===== src/rtl/dmem_if.sv =====
// Bus bundle between the load/store controller, its two requesters (core LSU c_*, DMA/debug d_*)
// and the word-wide data memory.
interface dmem_if;
  logic        c_req_valid, c_req_ready, c_req_we;
  logic [2:0]  c_req_size;
  logic [31:0] c_req_addr, c_req_wdata;
  logic        c_rsp_valid, c_rsp_err;
  logic [31:0] c_rsp_rdata;

  logic        d_req_valid, d_req_ready, d_req_we;
  logic [2:0]  d_req_size;
  logic [31:0] d_req_addr, d_req_wdata;
  logic        d_rsp_valid, d_rsp_err;
  logic [31:0] d_rsp_rdata;

  logic        mem_we;
  logic [31:0] mem_addr, mem_wd, mem_rd;

  modport slave (
    input  c_req_valid, c_req_we, c_req_size, c_req_addr, c_req_wdata,
    output c_req_ready, c_rsp_valid, c_rsp_err, c_rsp_rdata,
    input  d_req_valid, d_req_we, d_req_size, d_req_addr, d_req_wdata,
    output d_req_ready, d_rsp_valid, d_rsp_err, d_rsp_rdata,
    output mem_we, mem_addr, mem_wd,
    input  mem_rd
  );

  modport master (
    output c_req_valid, c_req_we, c_req_size, c_req_addr, c_req_wdata,
    input  c_req_ready, c_rsp_valid, c_rsp_err, c_rsp_rdata,
    output d_req_valid, d_req_we, d_req_size, d_req_addr, d_req_wdata,
    input  d_req_ready, d_rsp_valid, d_rsp_err, d_rsp_rdata,
    input  mem_we, mem_addr, mem_wd,
    output mem_rd
  );
endinterface


===== src/rtl/dmem_ctrl.sv =====
// RV32I load/store controller with round-robin arbitration between core and DMA in front of a word memory.
// Optional DMEM_CTRL_PERF_EN adds saturating accept/error counters.
module dmem_ctrl #(
  parameter int DEPTH_WORDS = 256
) (
  input  logic        clk,
  input  logic        rst,
  dmem_if.slave       bus
`ifdef DMEM_CTRL_PERF_EN
  ,
  output logic [31:0] c_acc_cnt,
  output logic [31:0] d_acc_cnt,
  output logic [31:0] err_cnt
`endif
);
  typedef enum logic [1:0] {IDLE, EXEC, MERGE, RESP} state_t;

  typedef struct packed {
    logic        port;
    logic        we;
    logic [2:0]  size;
    logic [31:0] addr;
    logic [31:0] wdata;
  } req_t;

  localparam logic        PORT_C = 1'b0;
  localparam logic        PORT_D = 1'b1;
  localparam logic [32:0] LIMIT  = 33'(DEPTH_WORDS) << 2;

  state_t      state_q, state_d;
  req_t        req_q, req_d;
  logic        last_q, last_d;
  logic [31:0] buf_q, buf_d, rdata_q, rdata_d;
  logic        err_q, err_d;

  logic        gnt_c, gnt_d, acc_c, acc_d;
  logic        is_b, is_h, is_w, size_ok, bad;
  logic [7:0]  byte_sel;
  logic [15:0] half_sel;
  logic [31:0] load_val, merged;

  // request decode of the latched request
  assign is_b    = (req_q.size[1:0] == 2'b00);
  assign is_h    = (req_q.size[1:0] == 2'b01);
  assign is_w    = (req_q.size == 3'b010);
  assign size_ok = (req_q.size == 3'b000) || (req_q.size == 3'b001) || (req_q.size == 3'b010) ||
                   (req_q.size == 3'b100) || (req_q.size == 3'b101);
  assign bad     = !size_ok || (req_q.we && req_q.size[2]) || (is_h && req_q.addr[0]) ||
                   (is_w && (req_q.addr[1:0] != 2'b00)) || ({1'b0, req_q.addr} >= LIMIT);

  assign byte_sel = bus.mem_rd[{req_q.addr[1:0], 3'b000} +: 8];
  assign half_sel = req_q.addr[1] ? bus.mem_rd[31:16] : bus.mem_rd[15:0];

  always_comb begin
    case (req_q.size)
      3'b000:  load_val = {{24{byte_sel[7]}}, byte_sel};
      3'b100:  load_val = {24'h0, byte_sel};
      3'b001:  load_val = {{16{half_sel[15]}}, half_sel};
      3'b101:  load_val = {16'h0, half_sel};
      default: load_val = bus.mem_rd;
    endcase
  end

  always_comb begin
    merged = buf_q;
    if (is_b) merged[{req_q.addr[1:0], 3'b000} +: 8] = req_q.wdata[7:0];
    else      merged[{req_q.addr[1], 4'b0000} +: 16] = req_q.wdata[15:0];
  end

  always_comb begin
    state_d     = state_q;
    req_d       = req_q;
    last_d      = last_q;
    buf_d       = buf_q;
    rdata_d     = rdata_q;
    err_d       = err_q;
    gnt_c       = 1'b0;
    gnt_d       = 1'b0;
    bus.mem_we  = 1'b0;
    bus.mem_wd  = req_q.wdata;
    case (state_q)
      IDLE: begin
        // tie goes to whoever was not granted last
        gnt_c = bus.c_req_valid && (!bus.d_req_valid || (last_q == PORT_D));
        gnt_d = bus.d_req_valid && !gnt_c;
        if (gnt_c) begin
          req_d   = '{PORT_C, bus.c_req_we, bus.c_req_size, bus.c_req_addr, bus.c_req_wdata};
          last_d  = PORT_C;
          state_d = EXEC;
        end else if (gnt_d) begin
          req_d   = '{PORT_D, bus.d_req_we, bus.d_req_size, bus.d_req_addr, bus.d_req_wdata};
          last_d  = PORT_D;
          state_d = EXEC;
        end
      end
      EXEC: begin
        err_d   = 1'b0;
        rdata_d = 32'h0;
        state_d = RESP;
        if (bad) begin
          err_d = 1'b1;
        end else if (!req_q.we) begin
          rdata_d = load_val;
        end else if (is_w) begin
          bus.mem_we = 1'b1;
        end else begin
          buf_d   = bus.mem_rd;
          state_d = MERGE;
        end
      end
      MERGE: begin
        bus.mem_we = 1'b1;
        bus.mem_wd = merged;
        state_d    = RESP;
      end
      RESP:    state_d = IDLE;
      default: state_d = IDLE;
    endcase
  end

  always_ff @(posedge clk or posedge rst) begin
    if (rst) begin
      state_q <= IDLE;
      req_q   <= '0;
      last_q  <= PORT_D;
      buf_q   <= '0;
      rdata_q <= '0;
      err_q   <= 1'b0;
    end else begin
      state_q <= state_d;
      req_q   <= req_d;
      last_q  <= last_d;
      buf_q   <= buf_d;
      rdata_q <= rdata_d;
      err_q   <= err_d;
    end
  end

  assign bus.c_req_ready = gnt_c && !rst;
  assign bus.d_req_ready = gnt_d && !rst;
  assign acc_c           = bus.c_req_valid && bus.c_req_ready;
  assign acc_d           = bus.d_req_valid && bus.d_req_ready;

  assign bus.c_rsp_valid = (state_q == RESP) && (req_q.port == PORT_C);
  assign bus.d_rsp_valid = (state_q == RESP) && (req_q.port == PORT_D);
  assign bus.c_rsp_rdata = rdata_q;
  assign bus.d_rsp_rdata = rdata_q;
  assign bus.c_rsp_err   = err_q;
  assign bus.d_rsp_err   = err_q;
  assign bus.mem_addr    = {req_q.addr[31:2], 2'b00};

`ifdef DMEM_CTRL_PERF_EN
  logic [31:0] c_acc_q, d_acc_q, err_cnt_q;

  always_ff @(posedge clk or posedge rst) begin
    if (rst) begin
      c_acc_q   <= '0;
      d_acc_q   <= '0;
      err_cnt_q <= '0;
    end else begin
      if (acc_c && (c_acc_q != '1)) c_acc_q <= c_acc_q + 32'd1;
      if (acc_d && (d_acc_q != '1)) d_acc_q <= d_acc_q + 32'd1;
      if ((state_q == RESP) && err_q && (err_cnt_q != '1)) err_cnt_q <= err_cnt_q + 32'd1;
    end
  end

  assign c_acc_cnt = c_acc_q;
  assign d_acc_cnt = d_acc_q;
  assign err_cnt   = err_cnt_q;
`else
  logic unused_acc;
  assign unused_acc = acc_c ^ acc_d;
`endif
endmodule


===== src/flat_wrapper.sv =====
// flat-port wrapper written by rule: the top's interface ports become plain ports
module dmem_ctrl_flat 
#(
  parameter int DEPTH_WORDS = 256
)
  (clk, rst, bus_c_req_valid, bus_c_req_we, bus_c_req_size, bus_c_req_addr, bus_c_req_wdata, bus_c_req_ready, bus_c_rsp_valid, bus_c_rsp_err, bus_c_rsp_rdata, bus_d_req_valid, bus_d_req_we, bus_d_req_size, bus_d_req_addr, bus_d_req_wdata, bus_d_req_ready, bus_d_rsp_valid, bus_d_rsp_err, bus_d_rsp_rdata, bus_mem_we, bus_mem_addr, bus_mem_wd, bus_mem_rd);
  dmem_if bus_i ();
  input  logic clk;
  input  logic rst;
  input wire logic [$bits(bus_i.c_req_valid)-1:0] bus_c_req_valid;
  input wire logic [$bits(bus_i.c_req_we)-1:0] bus_c_req_we;
  input wire logic [$bits(bus_i.c_req_size)-1:0] bus_c_req_size;
  input wire logic [$bits(bus_i.c_req_addr)-1:0] bus_c_req_addr;
  input wire logic [$bits(bus_i.c_req_wdata)-1:0] bus_c_req_wdata;
  output wire logic [$bits(bus_i.c_req_ready)-1:0] bus_c_req_ready;
  output wire logic [$bits(bus_i.c_rsp_valid)-1:0] bus_c_rsp_valid;
  output wire logic [$bits(bus_i.c_rsp_err)-1:0] bus_c_rsp_err;
  output wire logic [$bits(bus_i.c_rsp_rdata)-1:0] bus_c_rsp_rdata;
  input wire logic [$bits(bus_i.d_req_valid)-1:0] bus_d_req_valid;
  input wire logic [$bits(bus_i.d_req_we)-1:0] bus_d_req_we;
  input wire logic [$bits(bus_i.d_req_size)-1:0] bus_d_req_size;
  input wire logic [$bits(bus_i.d_req_addr)-1:0] bus_d_req_addr;
  input wire logic [$bits(bus_i.d_req_wdata)-1:0] bus_d_req_wdata;
  output wire logic [$bits(bus_i.d_req_ready)-1:0] bus_d_req_ready;
  output wire logic [$bits(bus_i.d_rsp_valid)-1:0] bus_d_rsp_valid;
  output wire logic [$bits(bus_i.d_rsp_err)-1:0] bus_d_rsp_err;
  output wire logic [$bits(bus_i.d_rsp_rdata)-1:0] bus_d_rsp_rdata;
  output wire logic [$bits(bus_i.mem_we)-1:0] bus_mem_we;
  output wire logic [$bits(bus_i.mem_addr)-1:0] bus_mem_addr;
  output wire logic [$bits(bus_i.mem_wd)-1:0] bus_mem_wd;
  input wire logic [$bits(bus_i.mem_rd)-1:0] bus_mem_rd;
  assign bus_i.c_req_valid = bus_c_req_valid;
  assign bus_i.c_req_we = bus_c_req_we;
  assign bus_i.c_req_size = bus_c_req_size;
  assign bus_i.c_req_addr = bus_c_req_addr;
  assign bus_i.c_req_wdata = bus_c_req_wdata;
  assign bus_c_req_ready = bus_i.c_req_ready;
  assign bus_c_rsp_valid = bus_i.c_rsp_valid;
  assign bus_c_rsp_err = bus_i.c_rsp_err;
  assign bus_c_rsp_rdata = bus_i.c_rsp_rdata;
  assign bus_i.d_req_valid = bus_d_req_valid;
  assign bus_i.d_req_we = bus_d_req_we;
  assign bus_i.d_req_size = bus_d_req_size;
  assign bus_i.d_req_addr = bus_d_req_addr;
  assign bus_i.d_req_wdata = bus_d_req_wdata;
  assign bus_d_req_ready = bus_i.d_req_ready;
  assign bus_d_rsp_valid = bus_i.d_rsp_valid;
  assign bus_d_rsp_err = bus_i.d_rsp_err;
  assign bus_d_rsp_rdata = bus_i.d_rsp_rdata;
  assign bus_mem_we = bus_i.mem_we;
  assign bus_mem_addr = bus_i.mem_addr;
  assign bus_mem_wd = bus_i.mem_wd;
  assign bus_i.mem_rd = bus_mem_rd;
  dmem_ctrl #(.DEPTH_WORDS(DEPTH_WORDS)) u_core (.clk(clk), .rst(rst), .bus(bus_i));
endmodule

===== config.mk =====
export PLATFORM = sky130hd
export DESIGN_NAME = dmem_ctrl_flat
export DESIGN_NICKNAME = d
export VERILOG_FILES = /design/src/rtl/dmem_if.sv /design/src/rtl/dmem_ctrl.sv /design/src/flat_wrapper.sv
export SDC_FILE = /design/constraint.sdc
export NUM_CORES = 1
export LEC_CHECK = 0
export CORE_MARGIN = 2
export CORE_UTILIZATION = 40
export CTS_CLUSTER_SIZE = 12
export DETAILED_ROUTE_END_ITERATION = 8
export PLACE_DENSITY = 0.75
export SETUP_SLACK_MARGIN = 0.3
export SLEW_MARGIN = 20
export SYNTH_ARGS = -nofsm -noshare
export SYNTH_HDL_FRONTEND = slang
export SYNTH_SLANG_ARGS = --single-unit

===== constraint.sdc =====
create_clock -name clk -period 5.5 [get_ports clk]
set_clock_uncertainty 0.05 [all_clocks]
set_input_delay 1.1 -clock clk [delete_from_list [all_inputs] [get_ports clk]]
set_output_delay 1.1 -clock clk [all_outputs]
set_load 0.01 [all_outputs]

# ---- After elaboration in Yosys (flattened, before gate mapping)
# Index checks and enable logic that the tools add are counted.
dict set report classes {
  addsub 2
  n_lt_le_gt_ge 1
  eq_ne 9
  shift 5
  n_mux 25
  n_bitwise 3
  n_reduce_logical 29
}
# cell count
set op_table {}
lappend op_table {{69-bit 2-to-1 mux} 2}
lappend op_table {{32-bit 2-to-1 mux} 4}
lappend op_table {{32-bit case mux with 4 select lines} 1}
lappend op_table {{32-bit bitwise mux} 2}
lappend op_table {{32-bit by 11-bit greater-or-equal comparator with 1-bit output, second input constant} 1}
lappend op_table {{16-bit by 7-bit variable shift with 32-bit output, first input constant} 1}
lappend op_table {{8-bit by 7-bit variable shift with 32-bit output, first input constant} 1}
lappend op_table {{16-bit by 7-bit indexed part select with 32-bit output} 1}
lappend op_table {{32-bit by 6-bit indexed part select with 8-bit output} 1}
lappend op_table {{8-bit by 7-bit indexed part select with 32-bit output} 1}
lappend op_table {{16-bit 2-to-1 mux} 1}
lappend op_table {{5-bit negator with 7-bit output} 2}
lappend op_table {{1-bit logical AND} 9}
lappend op_table {{1-bit logical OR} 9}
lappend op_table {{1-bit 2-to-1 mux} 9}
lappend op_table {{2-bit 2-to-1 mux} 4}
lappend op_table {{2-bit case mux with 4 select lines} 1}
lappend op_table {{3-bit equality test, second input constant} 2}
lappend op_table {{2-bit by 1-bit equality test with 1-bit output, second input constant} 2}
lappend op_table {{2-bit equality test, second input constant} 2}
lappend op_table {{1-bit logical NOT} 4}
lappend op_table {{2-bit logical NOT} 2}
lappend op_table {{4-bit AND reduction} 1}
lappend op_table {{2-bit nonzero test} 2}
lappend op_table {{7 further kinds} 9}
dict set report totals {
  ff_bits 137
  input_bits 172
}

# ---- Longest topological paths before layout
# Gate-level depths: netlist of the first run.
dict set report depth {
  word_depth 12
  mapped_depth 8
  depth_no_buf 6
}

# ---- Least setup slack after synthesis of the first run
# OpenSTA, ideal clock, no wires.
dict set report synth_timing {
  path_type {in2out}
  from {in rst}
  to {out bus_c_req_ready}
  t_arrival_ps 4460
  t_required_ps 4350
  path_slack_ps -110
  stages 2
  path_buffers 0
  path_cell_list {inv_1 -> and3_1}
}
dict set report synth_via {
  elab_chain_cells 2
}
# item line_no
set synth_lines {}
lappend synth_lines {{start, declared} flat_wrapper.sv:9} ;# input logic rst;
lappend synth_lines {{1-bit logical NOT (no source line)} -}
lappend synth_lines {{1-bit logical AND} dmem_ctrl.sv:139} ;# assign bus.c_req_ready = gnt_c && !rst;
lappend synth_lines {{end, declared} flat_wrapper.sv:15} ;# output wire logic [$bits(bus_i.c_req_ready)-1:0] bus_c_req_ready;
# Every way passes these cells.

# ---- Final worst setup path of the first run
dict set report layout_timing {
  from {reg u_core.req_q[33] (netlist bit)}
  to {out bus_mem_wd[14]}
}
dict set report layout_via {
  elab_chain_cells 5
  elab_cells_between_ends 10
}
# item line_no
set layout_lines {}
lappend layout_lines {{start, declared} dmem_ctrl.sv:31} ;# req_t req_q, req_d;
lappend layout_lines {{start signal, assigned} dmem_ctrl.sv:131} ;# req_q <= req_d;
lappend layout_lines {{5-bit negator with 7-bit output, on equally long branches} {dmem_ctrl.sv:67, dmem_ctrl.sv:66}}
lappend layout_lines {{16-bit by 7-bit indexed part select with 32-bit output, or another cell as far along} dmem_ctrl.sv:67} ;# else merged[{req_q.addr[1], 4'b0000} +: 16] = req_q.wdata[15:0];
lappend layout_lines {{32-bit bitwise mux, on equally long branches} {dmem_ctrl.sv:67, dmem_ctrl.sv:66}}
lappend layout_lines {{32-bit 2-to-1 mux *} dmem_ctrl.sv:66} ;# if (is_b) merged[{req_q.addr[1:0], 3'b000} +: 8] = req_q.wdata[7:0];
lappend layout_lines {{32-bit 2-to-1 mux *} dmem_ctrl.sv:81} ;# case (state_q)
lappend layout_lines {{end, declared} flat_wrapper.sv:30} ;# output wire logic [$bits(bus_i.mem_wd)-1:0] bus_mem_wd;
# Mark *: on every way between the ends. The rest lies on a longest branch, timed or not.

==> results of run 1 <==
[final timing paths]
kind                       slack (ns)                               start                                   to  depth (start not counted)
hold / removal                   0.43  u_core.bus.mem_addr[8]$_DFFE_PP0P_   u_core.bus.mem_addr[8]$_DFFE_PP0P_                          2
min in group asynchronous        1.29                                 rst  u_core.bus.mem_addr[12]$_DFFE_PP0P_                          3
setup / recovery                 0.90        u_core.req_q[33]$_DFFE_PP0P_                       bus_mem_wd[14]                          7
max in group asynchronous        2.65                                 rst         u_core.buf_q[26]$_DFFE_PP0P_                          4
setup reg to reg                 2.16       u_core.state_q[1]$_DFFE_PP0P_         u_core.buf_q[11]$_DFFE_PP0P_                          6
hold reg to reg                  0.43  u_core.bus.mem_addr[8]$_DFFE_PP0P_   u_core.bus.mem_addr[8]$_DFFE_PP0P_                          2
[layout make-up]
type	count	area (sq um)	share of cell area, %
Multi-Input combinational cell	480	3490	31.6
Clock buffer	19	433	3.92
Clock inverter	13	191	1.73
Timing Repair Buffer	312	3120	28.2
Inverter	26	101	0.917
Tap cell	234	293	2.65
Sequential cell	137	3430	31.0
[registers in the layout (all words and copies together) (netlist names)]
signal / cells
u_core.req_q: 39
u_core.buf_q: 32
u_core.bus.c_rsp_rdata: 32
u_core.bus.mem_addr: 30
u_core.state_q: 2
u_core.bus.c_rsp_err: 1
u_core.last_q: 1
[layout by cell type, fill, tap and decap left out, types with 19 or more instances in the layout]
| master | synthesis | final |
|---|---|---|
| nand2_1 | 83 | 83 |
| dfrtp_1 | 136 | 136 |
| nor2b_1 | 19 | 19 |
| clkdlybuf4s50_1 | 0 | 304 |
| inv_1 | 25 | 24 |
| o21ai_0 | 78 | 77 |
| mux2_4 | 20 | 20 |
| mux2i_1 | 71 | 71 |
| nor2_1 | 30 | 30 |
| mux2_2 | 19 | 19 |
[critical path: cells and delay by family (launching register included)]
family	cells	cell delay, ns
buffers and inverters	2	0.86
and+or+nand+nor	2	0.84
DFF	1	0.63
AOI/OAI and AO/OA	2	0.39
adders and majority gates	1	0.31
[metal layers]
metal  track usage (%)  wire [um]  part of all wire [%]
met5                 0          0                     0
met4              6.04        356                   1.4
met3              5.16       1640                   6.6
met2              41.6      12400                    50
met1              31.7      10400                    42
[logic make-up after synthesis]
kind of cell / Yosys count
AO/OA/AOI/OAI: 189
adder cells (fa/ha/maj): 8
buffers and inverters: 138
flip-flops: 137
multiplexers: 111
other: 1
AND/OR/NAND/NOR: 170
[power groups by stage]
stage          Clock, mW  Combinational (mW)  Sequential, mW
5_1_grt             1.28                2.52            1.61
2_1_floorplan          0                1.46            1.44
4_1_cts             1.24                2.32            1.57
6_report            1.22                2.31            1.57
3_5_place_dp           0                2.31            1.58
3_3_place_gp           0                2.28            1.57
[metrics by stage]
step | total power, mW | setup slack (ns) | std cells
finish | 5.10 | 0.905 | 1221
global route | 5.41 | 0.722 | 1221
detailed placement | 3.89 | 1.35 | 1189
global placement | 3.85 | 1.37 | 1189
floorplan | 2.91 | 0.679 | 755
CTS | 5.13 | 0.976 | 1221
==> impl_results.md, run 1 <==
- Outcome: finished, final reports clean
- Total GRT Usage: 24.4%
- Post-synth ARST share: 100%
- Post-synth EDFFs: 0
- Final WL: 24,700 um
- FF+latch count, synth: 137
- Hold Path Class: flip-flop to flip-flop
- Routed vias: 6,572
- Yosys cell types: 58
- Data required, critical path: 4.35 ns
- Critical-path top delay cell: nor4_2
- Critical path arrival: 3.45 ns
- CTS Root Buffer Type: clkbuf_16
- Fin area: 11,100 sq um
- Hpwl dp: 18,800 um
- Core ar.: 18,800 sq um
- XOR/XNOR Fraction of Synth Area: 0%
- Clock share of power: 23.9%
- Hold buffer count at CTS: 0
- Commonest cells in the netlist: 136 x dfrtp_1, 83 x nand2_1, 78 x o21ai_0
- Fin nets: 1,154
- Fin Hold WS: 0.434 ns
- Gate Count Post-Synth: 754
- Pint: 3.13 mW
- Die Span Y: 143 um
- Largest cells by area after synthesis: dfrtp_1 44%, mux2i_1 9.2%, buf_4 6.4%, o21ai_0 5.1%, nand2_1 4.0%
- Area grow syn2layout: 43.7%
- Yosys top cell by area: dfrtp_1
- DP Area: 10,400 sq um
- DRC: 0
- Pin count of the biggest net entering global routing: 137
- Setup bufs post-CTS: 0
- CP Max Fanout: 13
- Post-DR wirelength/cell: 20.2 um
- Most common cell in the netlist: dfrtp_1
- Area share of fa/ha/maj cells after synthesis: 1.30%
- Unrepaired setup endpoints after global routing: no
- Via-to-Cell Ratio: 5.38
- H-tree levels: 4
- Multiplexer area fraction after synthesis: 16.2%
- Worst setup SP type: flip-flop
- Relative slew slack: 28.0%
- Comb power frac: 45.2%
- DRT Pass-1 Iters: 5
- Routability cong.: 0.848
- Final Cycle Share: 83.5%
- Critical path class: flip-flop to primary output
- Post-Syn Area: 7690 sq um
- Kind of end point of the critical path: primary output
- Final setup violation count: 0
- Setup_tns: 0 ns
- Static leakage: 4.76 nW
- Grt total ovfl: 0
- Main combinational cell family by area after synthesis: compound AO/OA/AOI/OAI gates
- Final ANT Viol Nets: 0
- Max-cap violations: 0
- TritonCTS clock tree: yes
- Num rows: 50
- DIE AREA: 20,400 sq um
- Fillcell total: 1,629
- Clk_lat worst skew: 0.42 ns
- Seq/Total Area, Yosys: 44.6%
- Pwr Density: 461 nW/um^2
- Final Hold Viols: 0
- I/O Pins: 307
- Die W: 143 um
- Share of Yosys cell area claimed by the top area cell type: 44.2%
- Layout cell share with drive strength beyond 1: 9.52%
- Post-Synth Simple-Gate Area: 10.7%
- Prevailing post-synth register cell: dfrtp_1
- CTS sink cnt: 137
- Max Slew Vio Count: 0
- Clock Tree Buf Depth: 2
- Switching share of total power: 38.7%
- Cell Chain, Critical Path: inv_1 > ha_1 > nand3b_1 > nor4_2 > a22oi_1 > o21ai_0 > clkdlybuf4s50_1
- Post_cts resized: 0
- CP max stage delay: 0.64 ns
- First-pass GRT wire length: 37,500 um
- Synth Area per Inst: 10.2 sq um
- Yosys warning count: 0
- N_diodes: 0
- Fin util: 58.9%
- IO buf count: 304
- Fmax: 218 MHz
- Seq pwr share: 30.8%
- Clock period minus worst slack: 4.60 ns
- Number of global-route vias before repair: 6,462
- Starting Density: 41.0%
- CTS buffer count: 17
- Tightest Pin Transition: 1.07 ns
- Post-synthesis compound-gate area fraction: 16.6%
- Sw Pwr: 1.97 mW
- Peak supply drop: 0.224 mV
- Clock transition at path regs: 0.06 ns
- Initial DRC count: 401
- Initial antenna violation count: 0
No activity file was read; power rests on OpenSTA's default activity.
==> run 2, diff against run 1 <==
==> constraint.sdc (replaced) <==
create_clock -name clk -period 3.9 [get_ports clk]
set_clock_uncertainty 0.05 [all_clocks]
set_input_delay 0.78 -clock clk [delete_from_list [all_inputs] [get_ports clk]]
set_output_delay 0.78 -clock clk [all_outputs]
set_load 0.01 [all_outputs]
==> run 2 against run 1 <==
Largest cell class unchanged. Worst hold slack worse by 0.0042 ns. Final area up 1.3%. Utilization rose by 0.77 points. Highest routed layer unchanged. Sequential cell count did not move. Total power is 42% higher.
==> impl_results.md, run 2 (synthesis gave the netlist of run 1 again) <==
- Clock period minus worst slack: 3.50 ns
- Crit. Startpoint: u_core.req_q[32]$_DFFE_PP0P_
- CTS sink cnt: 137
- Post-DR wirelength/cell: 20.0 um
- Fin Hold WS: 0.429 ns
- Final ANT Viol Nets: 0
- Die Span Y: 143 um
- Final Cycle Share: 89.8%
- Hold path startpoint: u_core.bus.mem_addr[4]$_DFFE_PP0P_
- Core ar.: 18,800 sq um
- IO buf count: 304
- Outcome: finished, final reports clean
- Grt total ovfl: 0
- Initial DRC count: 476
- Area grow syn2layout: 45.6%
- I/O Pins: 307
- Via-to-Cell Ratio: 5.37
- CTS Root Buffer Type: clkbuf_16
- Die W: 143 um
- Peak supply drop: 0.314 mV
- DRC: 0
- Routability cong.: 0.896
- Critical path class: flip-flop to primary output
- Top reg by flops: u_core.req_q
- Initial antenna violation count: 1
- Max-cap violations: 0
- Final WL: 24,700 um
- Setup_tns: 0 ns
- Commonest cells after routing, fill and taps aside: 303 x clkdlybuf4s50_1, 136 x dfrtp_1, 83 x nand2_1
- FF-to-FF Start: u_core.state_q[1]$_DFFE_PP0P_
- Fillcell total: 1,639
- CP Max Fanout: 8
- Relative slew slack: 30.6%
- Max Slew Vio Count: 0
- Worst slack, placed: 0.560 ns
- Fin util: 59.7%
- Routed vias: 6,628
- Tot Pwr: 7.25 mW
- Tightest Pin Transition: 1.04 ns
- DIE AREA: 20,400 sq um
- Hpwl dp: 19,000 um
- Clk_lat worst skew: 0.42 ns
- Unrepaired setup endpoints after global routing: no
- Static leakage: 4.84 nW
- Final Hold Viols: 0
- Max FFs per register: 39
- Final setup violation count: 0
- Multi-input combinational cell area: 3530 sq um
- Sequential cell area: 3430 sq um
- Commonest non-fill, non-tap cell in the layout: clkdlybuf4s50_1
- Clock Tree Buf Depth: 2
- Fin area: 11,200 sq um
- Total GRT Usage: 24.4%
- Kind of end point of the critical path: primary output
- First-pass GRT wire length: 37,300 um
- Pin count of the biggest net entering global routing: 138
- Num rows: 50
- Layout cell share with drive strength beyond 1: 11.8%
- DP Area: 10,500 sq um
- Starting Density: 41.0%
- Non-filler cells, final: 1,235
- Placed insts: 1,201
- Number of global-route vias before repair: 6,491
- Clock transition at path regs: 0.06 ns
- H-tree levels: 4
- TritonCTS clock tree: yes
- DRT Pass-1 Iters: 5
- Final WS setup: 0.396 ns
- Pwr Density: 647 nW/um^2
- Worst setup SP type: flip-flop
- Hold Path Class: flip-flop to flip-flop
- Data required, critical path: 3.07 ns
- Critical path arrival: 2.67 ns
- Fin nets: 1,167
- CTS buffer count: 17
- Fmax: 285 MHz
==> run 2: cell count changes in the layout (fill, tap and decap cells not counted), sizes merged <==
| cell | previous run | this run |
|---|---|---|
| clkinv | 3 | 6 |
| dlygate4sd2 | 0 | 1 |
| inv | 28 | 25 |
| diode | 0 | 1 |
| buf | 8 | 21 |
| clkdlybuf4s50 | 304 | 303 |
| bufinv | 4 | 2 |
| clkbuf | 19 | 20 |
| clkinvlp | 4 | 5 |
==> run 2: per-layer routing <==
metal	vias to the layer above	part of all wire (%)	global-route usage, %	routed length (um)
met3	30	7.5	5.53	1840
met1	3162	42	32.5	10500
met2	314	48	39.4	11900
li1	3122	-	-	-
met4	0	2.3	8.13	573
met5	-	0	0	0
==> run 2: final timing paths <==
kind | end | slack, ns | cells after the start
hold reg to reg | u_core.bus.mem_addr[4]$_DFFE_PP0P_ | 0.43 | 2
hold / removal | u_core.bus.mem_addr[4]$_DFFE_PP0P_ | 0.43 | 2
max in group asynchronous | u_core.bus.c_rsp_rdata[30]$_DFFE_PP0P_ | 2.33 | 3
setup / recovery | bus_mem_wd[20] | 0.40 | 7
setup reg to reg | u_core.buf_q[12]$_DFFE_PP0P_ | 1.26 | 6
min in group asynchronous | u_core.bus.c_rsp_rdata[27]$_DFFE_PP0P_ | 0.93 | 3
==> run 2: what timing repair did <==
item / 4_1_cts / 5_1_grt
endpoints found under the setup margin: 3 / 20
hold buffers: 0 / 0
gates resized for setup: 3 / 10
setup buffers: 0 / 1
==> run 2: cell type report <==
cell class	count	share of cell area [%]
clock buffer	20	3.99
antenna	1	0.0223
multi-input combinational	480	31.5
sequential	137	30.6
tap	234	2.61
inverter	26	0.938
clock inverter	12	1.27
timing repair buffer	325	29.0
==> run 2: power breakdown <==
part / switching (mW) / internal (mW)
sequential: 0.378 / 1.80
clock: 0.642 / 0.967
combinational: 1.81 / 1.65
==> run 2: critical path: stages, from the launching register on <==
cell,delay [ns]
dfrtp_1,0.39
inv_2,0.11
ha_2,0.30
nor3b_1,0.15
a31o_2,0.33
a221oi_1,0.40
nor2_1,0.08
clkdlybuf4s50_1,0.50
==> run 3, diff against run 2 <==
--- a/config.mk
+++ b/config.mk
@@ -11,7 +11,6 @@
 export DETAILED_ROUTE_END_ITERATION = 8
 export PLACE_DENSITY = 0.75
 export SETUP_SLACK_MARGIN = 0.3
-export SLEW_MARGIN = 20
 export SYNTH_ARGS = -nofsm -noshare
 export SYNTH_HDL_FRONTEND = slang
 export SYNTH_SLANG_ARGS = --single-unit
==> run 3 against run 2 <==
Fmax hardly changed. Worst setup slack better by 0.0020 ns. Critical path type unchanged. Worst hold slack hardly changed.
==> impl_results.md, run 3 (synthesis gave the netlist of run 1 again) <==
- Top reg by flops: u_core.req_q
- Hpwl dp: 19,000 um
- Initial DRC count: 426
- DIE AREA: 20,400 sq um
- Data required, critical path: 3.07 ns
- Final WL: 24,700 um
- Max Slew Vio Count: 0
- Clock period minus worst slack: 3.50 ns
- Relative slew slack: 26.0%
- Final Cycle Share: 89.8%
- TritonCTS clock tree: yes
- CTS sink cnt: 137
- Critical-path top delay cell: clkdlybuf4s50_1
- Pwr Density: 646 nW/um^2
- Max-cap violations: 0
- Fin nets: 1,167
- Commonest cells after routing, fill and taps aside: 303 x clkdlybuf4s50_1, 136 x dfrtp_1, 83 x nand2_1
- Critical path class: flip-flop to primary output
- DRT Pass-1 Iters: 5
- CTS Root Buffer Type: clkbuf_16
- Hold Path Class: flip-flop to flip-flop
- Hold buffer count at CTS: 0
- DRC: 0
- Worst setup SP type: flip-flop
- Fin Hold WS: 0.429 ns
- Unrepaired setup endpoints after global routing: no
- Commonest non-fill, non-tap cell in the layout: clkdlybuf4s50_1
- Number of global-route vias before repair: 6,491
- Switching share of total power: 39.0%
- Clock transition at path regs: 0.06 ns
- Pin count of the biggest net entering global routing: 138
- Peak supply drop: 0.314 mV
- CTS buffer count: 17
- Final setup violation count: 0
- IO buf count: 304
- Die Span Y: 143 um
- Clk_lat worst skew: 0.42 ns
- Fmax: 286 MHz
- Pint: 4.41 mW
- Layout cell share with drive strength beyond 1: 11.7%
- Total GRT Usage: 24.4%
- Final ANT Viol Nets: 0
- CP max stage delay: 0.50 ns
- Clock share of power: 22.2%
- Fillcell total: 1,640
- Tightest Pin Transition: 1.09 ns
- CP Max Fanout: 8
- Clock Tree Buf Depth: 2
- Post-DR wirelength/cell: 20.0 um
- Static leakage: 4.84 nW
- First-pass GRT wire length: 37,300 um
- H-tree levels: 4
- Max FFs per register: 39
- Seq pwr share: 30.1%
- Setup_tns: 0 ns
- Critical path arrival: 2.67 ns
- Starting Density: 41.0%
- Via-to-Cell Ratio: 5.35
- I/O Pins: 307
- Kind of end point of the critical path: primary output
- Grt total ovfl: 0
- Core ar.: 18,800 sq um
- Area grow syn2layout: 45.5%
- Num rows: 50
- Cell Chain, Critical Path: inv_2 > ha_2 > nor3b_1 > a31o_2 > a221oi_1 > nor2_1 > clkdlybuf4s50_1
- Die W: 143 um
- Comb power frac: 47.8%
- Routed vias: 6,612
- Final Hold Viols: 0
- Outcome: finished, final reports clean
- Sw Pwr: 2.82 mW
- Routability cong.: 0.896
- Initial antenna violation count: 1
## run 3: stage by stage
stage | total power [mW] | util [%] | worst slack, ns | cell area [sq um] | cells
after CTS | 7.23 | 59.3 | 0.317 | 11100 | 1233
after global routing | 7.69 | 59.6 | 0.319 | 11200 | 1234
after floorplan | 4.10 | - | -0.281 | 7700 | 755
final | 7.23 | 59.6 | 0.398 | 11200 | 1235
after detailed placement | 5.60 | 56.2 | 0.560 | 10500 | 1201
after global placement | 5.54 | 56.2 | 0.613 | 10500 | 1201
## run 3: what timing repair did
item,CTS,global route
setup buffers,0,1
gates resized for setup,3,10
setup endpoints to repair,3,20
## run 3: power by group through the flow
stage	registers, mW	logic (mW)	clock network (mW)
2_1_floorplan	2.03	2.06	0
3_3_place_gp	2.19	3.35	0
3_5_place_dp	2.18	3.41	0
4_1_cts	2.16	3.43	1.64
5_1_grt	2.22	3.77	1.70
6_report	2.17	3.46	1.60
## run 3: routing by layer
metal	vias up	GRT usage [%]	wire length [um]
met2	319	39.4	11900
met3	32	5.53	1880
met4	0	8.13	587
met5	-	0	0
met1	3135	32.5	10400
li1	3126	-	-
## run 3: final timing paths
kind                            slack (ns)                               start                                      to  cells after the start
worst max-delay path                  0.40        u_core.req_q[32]$_DFFE_PP0P_                          bus_mem_wd[20]                      7
worst min-delay path                  0.43  u_core.bus.mem_addr[4]$_DFFE_PP0P_      u_core.bus.mem_addr[4]$_DFFE_PP0P_                      2
worst max register to register        1.27       u_core.state_q[1]$_DFFE_PP0P_            u_core.buf_q[12]$_DFFE_PP0P_                      6
worst min register to register        0.43  u_core.bus.mem_addr[4]$_DFFE_PP0P_      u_core.bus.mem_addr[4]$_DFFE_PP0P_                      2
max in group asynchronous             2.29                                 rst  u_core.bus.c_rsp_rdata[30]$_DFFE_PP0P_                      3
min in group asynchronous             0.92                                 rst  u_core.bus.c_rsp_rdata[28]$_DFFE_PP0P_                      3
## run 3: cell type report
class | count | area (sq um) | share of cell area [%]
Inverter | 26 | 105 | 0.939
Clock inverter | 12 | 143 | 1.27
Multi-Input combinational cell | 480 | 3530 | 31.5
Timing Repair Buffer | 325 | 3250 | 29.0
Sequential cell | 137 | 3430 | 30.6
Clock buffer | 20 | 447 | 3.99
Antenna cell | 1 | 2.50 | 0.0224
Tap cell | 234 | 293 | 2.62
## run 3: worst max-delay path: cells and delay by family, from the launching register on
family          cells  cell delay (ns)
flops               1             0.40
fa+ha+maj           1             0.30
simple gates        2             0.23
buf+inv             2             0.61
compound gates      2             0.73
